File: src/rtl/eight_bit_exponential_decay_lookup_pkg.sv
// ----------------------------------------------------------------------------
// eight_bit_exponential_decay_lookup_pkg
// Purpose : Shared constants and the exponential-decay ROM contents used by the
//           decay lookup and by the envelope generator for its own scaling.
//           TABLE[n] = round-half-up(255 * exp(-n / TAU)), TAU = 32, n = 0..255.
//           The entries are generated offline and checked in. The generator
//           rejects a non-monotonic table, wrong end points or wrong reference
//           points.
// Ports   : none (package)
// ----------------------------------------------------------------------------
package eight_bit_exponential_decay_lookup_pkg;

    localparam int unsigned DATA_BITS = 8;
    localparam int unsigned TAU       = 32;

    // Constant ROM. Every code is listed explicitly. The zero default only
    // keeps the function free of an unassigned path.
    function automatic logic [7:0] decay_rom(input logic [7:0] n);
        logic [7:0] v;
        v = 8'd0;
        case (n)
            8'd000: v = 8'd255; 8'd001: v = 8'd247; 8'd002: v = 8'd240; 8'd003: v = 8'd232;
            8'd004: v = 8'd225; 8'd005: v = 8'd218; 8'd006: v = 8'd211; 8'd007: v = 8'd205;
            8'd008: v = 8'd199; 8'd009: v = 8'd192; 8'd010: v = 8'd187; 8'd011: v = 8'd181;
            8'd012: v = 8'd175; 8'd013: v = 8'd170; 8'd014: v = 8'd165; 8'd015: v = 8'd160;
            8'd016: v = 8'd155; 8'd017: v = 8'd150; 8'd018: v = 8'd145; 8'd019: v = 8'd141;
            8'd020: v = 8'd136; 8'd021: v = 8'd132; 8'd022: v = 8'd128; 8'd023: v = 8'd124;
            8'd024: v = 8'd120; 8'd025: v = 8'd117; 8'd026: v = 8'd113; 8'd027: v = 8'd110;
            8'd028: v = 8'd106; 8'd029: v = 8'd103; 8'd030: v = 8'd100; 8'd031: v = 8'd097;
            8'd032: v = 8'd094; 8'd033: v = 8'd091; 8'd034: v = 8'd088; 8'd035: v = 8'd085;
            8'd036: v = 8'd083; 8'd037: v = 8'd080; 8'd038: v = 8'd078; 8'd039: v = 8'd075;
            8'd040: v = 8'd073; 8'd041: v = 8'd071; 8'd042: v = 8'd069; 8'd043: v = 8'd067;
            8'd044: v = 8'd064; 8'd045: v = 8'd062; 8'd046: v = 8'd061; 8'd047: v = 8'd059;
            8'd048: v = 8'd057; 8'd049: v = 8'd055; 8'd050: v = 8'd053; 8'd051: v = 8'd052;
            8'd052: v = 8'd050; 8'd053: v = 8'd049; 8'd054: v = 8'd047; 8'd055: v = 8'd046;
            8'd056: v = 8'd044; 8'd057: v = 8'd043; 8'd058: v = 8'd042; 8'd059: v = 8'd040;
            8'd060: v = 8'd039; 8'd061: v = 8'd038; 8'd062: v = 8'd037; 8'd063: v = 8'd036;
            8'd064: v = 8'd035; 8'd065: v = 8'd033; 8'd066: v = 8'd032; 8'd067: v = 8'd031;
            8'd068: v = 8'd030; 8'd069: v = 8'd030; 8'd070: v = 8'd029; 8'd071: v = 8'd028;
            8'd072: v = 8'd027; 8'd073: v = 8'd026; 8'd074: v = 8'd025; 8'd075: v = 8'd024;
            8'd076: v = 8'd024; 8'd077: v = 8'd023; 8'd078: v = 8'd022; 8'd079: v = 8'd022;
            8'd080: v = 8'd021; 8'd081: v = 8'd020; 8'd082: v = 8'd020; 8'd083: v = 8'd019;
            8'd084: v = 8'd018; 8'd085: v = 8'd018; 8'd086: v = 8'd017; 8'd087: v = 8'd017;
            8'd088: v = 8'd016; 8'd089: v = 8'd016; 8'd090: v = 8'd015; 8'd091: v = 8'd015;
            8'd092: v = 8'd014; 8'd093: v = 8'd014; 8'd094: v = 8'd014; 8'd095: v = 8'd013;
            8'd096: v = 8'd013; 8'd097: v = 8'd012; 8'd098: v = 8'd012; 8'd099: v = 8'd012;
            8'd100: v = 8'd011; 8'd101: v = 8'd011; 8'd102: v = 8'd011; 8'd103: v = 8'd010;
            8'd104: v = 8'd010; 8'd105: v = 8'd010; 8'd106: v = 8'd009; 8'd107: v = 8'd009;
            8'd108: v = 8'd009; 8'd109: v = 8'd008; 8'd110: v = 8'd008; 8'd111: v = 8'd008;
            8'd112: v = 8'd008; 8'd113: v = 8'd007; 8'd114: v = 8'd007; 8'd115: v = 8'd007;
            8'd116: v = 8'd007; 8'd117: v = 8'd007; 8'd118: v = 8'd006; 8'd119: v = 8'd006;
            8'd120: v = 8'd006; 8'd121: v = 8'd006; 8'd122: v = 8'd006; 8'd123: v = 8'd005;
            8'd124: v = 8'd005; 8'd125: v = 8'd005; 8'd126: v = 8'd005; 8'd127: v = 8'd005;
            8'd128: v = 8'd005; 8'd129: v = 8'd005; 8'd130: v = 8'd004; 8'd131: v = 8'd004;
            8'd132: v = 8'd004; 8'd133: v = 8'd004; 8'd134: v = 8'd004; 8'd135: v = 8'd004;
            8'd136: v = 8'd004; 8'd137: v = 8'd004; 8'd138: v = 8'd003; 8'd139: v = 8'd003;
            8'd140: v = 8'd003; 8'd141: v = 8'd003; 8'd142: v = 8'd003; 8'd143: v = 8'd003;
            8'd144: v = 8'd003; 8'd145: v = 8'd003; 8'd146: v = 8'd003; 8'd147: v = 8'd003;
            8'd148: v = 8'd002; 8'd149: v = 8'd002; 8'd150: v = 8'd002; 8'd151: v = 8'd002;
            8'd152: v = 8'd002; 8'd153: v = 8'd002; 8'd154: v = 8'd002; 8'd155: v = 8'd002;
            8'd156: v = 8'd002; 8'd157: v = 8'd002; 8'd158: v = 8'd002; 8'd159: v = 8'd002;
            8'd160: v = 8'd002; 8'd161: v = 8'd002; 8'd162: v = 8'd002; 8'd163: v = 8'd002;
            8'd164: v = 8'd002; 8'd165: v = 8'd001; 8'd166: v = 8'd001; 8'd167: v = 8'd001;
            8'd168: v = 8'd001; 8'd169: v = 8'd001; 8'd170: v = 8'd001; 8'd171: v = 8'd001;
            8'd172: v = 8'd001; 8'd173: v = 8'd001; 8'd174: v = 8'd001; 8'd175: v = 8'd001;
            8'd176: v = 8'd001; 8'd177: v = 8'd001; 8'd178: v = 8'd001; 8'd179: v = 8'd001;
            8'd180: v = 8'd001; 8'd181: v = 8'd001; 8'd182: v = 8'd001; 8'd183: v = 8'd001;
            8'd184: v = 8'd001; 8'd185: v = 8'd001; 8'd186: v = 8'd001; 8'd187: v = 8'd001;
            8'd188: v = 8'd001; 8'd189: v = 8'd001; 8'd190: v = 8'd001; 8'd191: v = 8'd001;
            8'd192: v = 8'd001; 8'd193: v = 8'd001; 8'd194: v = 8'd001; 8'd195: v = 8'd001;
            8'd196: v = 8'd001; 8'd197: v = 8'd001; 8'd198: v = 8'd001; 8'd199: v = 8'd001;
            8'd200: v = 8'd000; 8'd201: v = 8'd000; 8'd202: v = 8'd000; 8'd203: v = 8'd000;
            8'd204: v = 8'd000; 8'd205: v = 8'd000; 8'd206: v = 8'd000; 8'd207: v = 8'd000;
            8'd208: v = 8'd000; 8'd209: v = 8'd000; 8'd210: v = 8'd000; 8'd211: v = 8'd000;
            8'd212: v = 8'd000; 8'd213: v = 8'd000; 8'd214: v = 8'd000; 8'd215: v = 8'd000;
            8'd216: v = 8'd000; 8'd217: v = 8'd000; 8'd218: v = 8'd000; 8'd219: v = 8'd000;
            8'd220: v = 8'd000; 8'd221: v = 8'd000; 8'd222: v = 8'd000; 8'd223: v = 8'd000;
            8'd224: v = 8'd000; 8'd225: v = 8'd000; 8'd226: v = 8'd000; 8'd227: v = 8'd000;
            8'd228: v = 8'd000; 8'd229: v = 8'd000; 8'd230: v = 8'd000; 8'd231: v = 8'd000;
            8'd232: v = 8'd000; 8'd233: v = 8'd000; 8'd234: v = 8'd000; 8'd235: v = 8'd000;
            8'd236: v = 8'd000; 8'd237: v = 8'd000; 8'd238: v = 8'd000; 8'd239: v = 8'd000;
            8'd240: v = 8'd000; 8'd241: v = 8'd000; 8'd242: v = 8'd000; 8'd243: v = 8'd000;
            8'd244: v = 8'd000; 8'd245: v = 8'd000; 8'd246: v = 8'd000; 8'd247: v = 8'd000;
            8'd248: v = 8'd000; 8'd249: v = 8'd000; 8'd250: v = 8'd000; 8'd251: v = 8'd000;
            8'd252: v = 8'd000; 8'd253: v = 8'd000; 8'd254: v = 8'd000; 8'd255: v = 8'd000;
        endcase
        return v;
    endfunction

endpackage

File: src/rtl/eight_bit_exponential_decay_lookup.sv
// ----------------------------------------------------------------------------
// eight_bit_exponential_decay_lookup
// Purpose : Registered exponential-decay lookup with a latency of one cycle.
//           On each rising clk edge, dout is loaded with TABLE[din]. There is no
//           enable and no handshake.
// Ports   : clk      - rising-edge clock
//           reset_n  - asynchronous active-low reset; clears dout to 0 at once
//           din      - phase position (0 = start of decay, 255 = end)
//           dout     - registered decay amplitude
// Params  : DATA_BITS (only 8 supported), TAU (the ROM is built for 32)
// ----------------------------------------------------------------------------
module eight_bit_exponential_decay_lookup
    import eight_bit_exponential_decay_lookup_pkg::*;
#(
    parameter int unsigned DATA_BITS = 8,
    parameter int unsigned TAU       = 32
) (
    input  logic                 clk,
    input  logic                 reset_n,
    input  logic [DATA_BITS-1:0] din,
    output logic [DATA_BITS-1:0] dout
);

    logic [DATA_BITS-1:0] r_dout;
    logic                 w_unused_cfg_ok;

    // The ROM contents are fixed. Other parameter values are not honoured.
    assign w_unused_cfg_ok =
        (DATA_BITS == eight_bit_exponential_decay_lookup_pkg::DATA_BITS) &&
        (TAU == eight_bit_exponential_decay_lookup_pkg::TAU);

    // The output register is the only state in the block.
    always_ff @(posedge clk or negedge reset_n) begin
        if (!reset_n) begin
            r_dout <= '0;
        end else begin
            r_dout <= decay_rom(din);
        end
    end

    assign dout = r_dout;

endmodule

File: config.mk
export PLATFORM = sky130hd
export DESIGN_NAME = eight_bit_exponential_decay_lookup
export DESIGN_NICKNAME = d
export VERILOG_FILES = /design/src/rtl/eight_bit_exponential_decay_lookup_pkg.sv /design/src/rtl/eight_bit_exponential_decay_lookup.sv
export SDC_FILE = /design/constraint.sdc
export NUM_CORES = 1
export LEC_CHECK = 0
export CORE_AREA = 4 4 74 76
export DETAILED_ROUTE_END_ITERATION = 7
export DIE_AREA = 0 0 78 80
export GPL_TIMING_DRIVEN = 0
export PLACE_DENSITY = 0.5
export SLEW_MARGIN = 25
export SYNTH_ARGS = -nofsm -noshare
export SYNTH_HDL_FRONTEND = slang
export SYNTH_SLANG_ARGS = --single-unit
File: constraint.sdc
create_clock -name clk -period 0.8 [get_ports clk]
set_input_delay 0.2 -clock clk [delete_from_list [all_inputs] [get_ports clk]]
set_output_delay 0.2 -clock clk [all_outputs]
set_load 0.03 [all_outputs]
==> results.env <==
STATUS='finished, violations left'
VIOLATIONS='negative setup slack'
ROWS=25
GR-USAGE-ALL-LAYERS_PCT=17.5
START_KIND='input pin'
FINALMAXSLEWVIOLATIONS=0
PIN_COUNT_OF_THE_BIGGEST_NET_ENTERING_GLOBAL_ROUTING=11
POWER-PER-CELL-AREA_nW_PER_UM2=996
CORE_AREA_UM2=4720
RSZ0062_AT_GRT='yes'
SLOWEST_DELAY_NS=0.34
POST_SYNTH_MAIN_AREA_CONTRIBUTORS='dfrtp_1 (14%), ha_1 (12%), a21oi_1 (7.1%)'
SYNTH.FF_LATCH_COUNT=8
SETUP_TNS_NS=-5.56
DETAILED_PLACE_HPWL_UM=3850
OVERFLOW=0
TIMING_WORST_SLEW_PIN_VALUE_NS=0.534
POST_DETAILED_ROUTING_WIRE_LENGTH_UM=5400
CP_SLOWEST_CELL='a311o_1'
UPPER_CLOCK_FREQUENCY_LIMIT_MHz=629
POST_SYNTH_NUM_CELL_TYPES=50
ANTENNADIODECOUNT=0
NETLIST.TOP_CELL.BY_AREA='dfrtp_1'
MAXCAPVIOLCOUNT=0
GP_ROUTABILITY_CONGESTION=0.961
SYNTH.CELL_AREA_UM2=1410
PORT_BUFFERS=15
ASYNC_RESET_FF_SHARE_PCT=100
HTREE_LEVELS=1
NETLIST_INSTANCES=192
WORST-ENDPOINT-REQUIRED_NS=0.90
FINAL-HOLD-VIOLATION-COUNT=0
WL_PER_CELL_UM=18.2
CELLLEAKAGEPOWER_nW=0.829
DIE_AREA_UM2=6240
PLACEDINSTANCEAREA_UM2=1770
FIRST_GLOBAL_VIAS=1736
WORST_CASE_CLOCK_BUFFER_DEPTH=2
LAYOUT.CELL_AREA.NON_FILLER_UM2=2130
INITIAL_UTILIZATION_PCT=29.9
NUMBER_OF_PORTS_PLACED_ON_THE_DIE_BOUNDARY=18
DRT_PRE_ANTENNA_ITERS=4
AREAGROWTHSYNTHTOFINISH_PCT=51.1
DIEHEIGHT_UM=80
WORSTPATHARRIVAL_NS=1.69
SLEW-LIMIT-HEADROOM_PCT=64.4
SYN_AREA_PER_CELL_UM2=7.35
SYNTHDOMINANTCELLAREASHARE_PCT=14.2
FINALSETUPVIOLCOUNT=16
SETUP_WS_FINAL_NS=-0.789
LAYOUT_MIN_CYCLE_TIME_NS=1.59
DRT_ITER0_DRC=231
WORST_SETUP_PATH_ENDPOINT='dout[1]$_DFF_PN0_'
FINAL_NETS=256
POST-LAYOUT-TOTAL-POWER_mW=2.12
VIAS_PER_INSTANCE=5.99
MAX-VDD-IR-DROP_uV=435
ROUTE.DETAILED.DRC=0
CRITICAL_PATH_DEPTH=9
LARGEST_REGISTER_FFS=8
LAYOUT-DRIVE-GT1-SHARE_PCT=40.9
CHIPWIDTH_UM=78
SYN_NETS=216
CRITICAL_PATH.TOP_DELAY_FAMILY='compound AO/OA/AOI/OAI gates'
CTS_TREE='yes'
ROUTE.VIAS.TOTAL=1779
FIRST_PASS_GRT_WIRE_LENGTH_UM=8680
PATH_CLK_SLEW_NS=0.04
HOLD_BUFFERS=0
CRITICAL_PATH.N_BUFFERS_INVERTERS=4
POST_ROUTE_CLOCK_PERIOD_UTILIZATION_PCT=199
CLK_ROOT_BUFFER_CELL='clkbuf_8'
SETUP.WORST_PATH.CLASS='in -> reg'
PLACEMENT.SETUP.WORST_SLACK_NS=-2.09
FINAL_ANTENNA_NET_COUNT=0
CTS.SINKS=8
FINAL_CELL_COUNT_NO_FILL=297
CRIT_FANOUT=5
HOLD_PATH_CLASS='in -> async'
YOSYS_WARNINGS=0
WORST_SETUP_PATH_STARTPOINT='din[1]'
SEQ_TOTAL_AREA_YOSYS_PCT=14.2
SYNTH_TOP_FLOP_CELL='dfrtp_1'
CP_CELL_SEQUENCE='buf_12 > clkinvlp_4 > ha_4 > buf_4 > buf_6 > nor3_1 > a31oi_2 > o2111ai_2 > a311o_1'
EDFF_COUNT_SYNTH=0
CTS_BUFFERS=3
CRIT_END_CATEGORY='register'
GRT_ANTENNA_BEFORE_REPAIR=0
DP_CELLS=274
## cells in the final DEF, fill, tap and decap left out, types with 4 or more instances in the layout
cell and instances:
clkbuf_8 4, buf_6 17, ha_4 6, dfrtp_1 8
buf_2 5, o211ai_1 4, nand2b_1 8, nand3_1 5
nor3_1 5, a211oi_1 9, nor2_1 11, a21oi_1 18
ha_1 5, buf_4 18, nand2_1 10, o21ai_0 11
## logic make-up (layout without fill, tap and decap cells)
logic type                 after synthesis  count (layout)  share of synthesized area [%]
DFF                                      8               8                           14.2
muxes                                    5               5                           5.41
and+or+nand+nor                         55              55                           18.7
buffers and inverters                   29              67                           9.49
adders and majority gates               14              14                           12.4
AOI/OAI and AO/OA                       81              81                           39.8
## area by class of cell
type | count | area [um^2]
fillers | 477 | 2590
clock buffers | 3 | 41.3
flip-flops and latches | 8 | 200
multi-input cells | 155 | 1250
repair buffers | 35 | 334
well taps | 67 | 83.8
plain buffers | 20 | 165
inverters | 9 | 56.3
## repair_timing
action                                  in CTS  in global routing
endpoints found under the setup margin      16                 16
pin swaps                                   15                  9
setup buffers                               19                  1
resized for setup                          116                 10
## per-layer routing
layer	track usage, %	vias up	wire length, um
li1	-	799	-
met1	20.5	852	2120
met2	30.1	108	2580
met3	2.48	20	452
met4	11.0	0	245
met5	0	-	0
## report_power, final
part           total (mW)  switching, mW  internal [mW]
Sequential          0.456         0.0144          0.442
Clock               0.463          0.139          0.324
Combinational        1.20          0.665          0.538
Total                2.12          0.818           1.30
## synthesized netlist by cell type (all sizes together) (3+ instances only)
library cell	count
inv	9
a31oi	3
buf	11
o21ai	13
nand2b	9
ha	14
nor3	6
a31o	4
clkbuf	9
nand3	5
dfrtp	8
a211oi	10
a21oi	20
o2111ai	4
o211ai	4
nor2	15
nand2	12
## per-stage QoR
step	utilization [%]	hold slack (ns)
finish	45.1	0.262
global route	45.1	0.294
CTS	44.6	0.269
detailed placement	37.5	0.508
global placement	37.5	0.492
floorplan	-	-0.0956
## how the worst min path moves through the flow
stage | from | end | cells past startpoint
6_report | reset_n | dout[1]$_DFF_PN0_ | 1
5_1_grt | reset_n | dout[3]$_DFF_PN0_ | 1
4_1_cts | reset_n | dout[1]$_DFF_PN0_ | 1
3_5_place_dp | reset_n | dout[1]$_DFF_PN0_ | 1
3_3_place_gp | reset_n | dout[1]$_DFF_PN0_ | 1
2_1_floorplan | reset_n | dout[0]$_DFF_PN0_ | 0
Note: power is estimated with default switching activity, not from simulation.
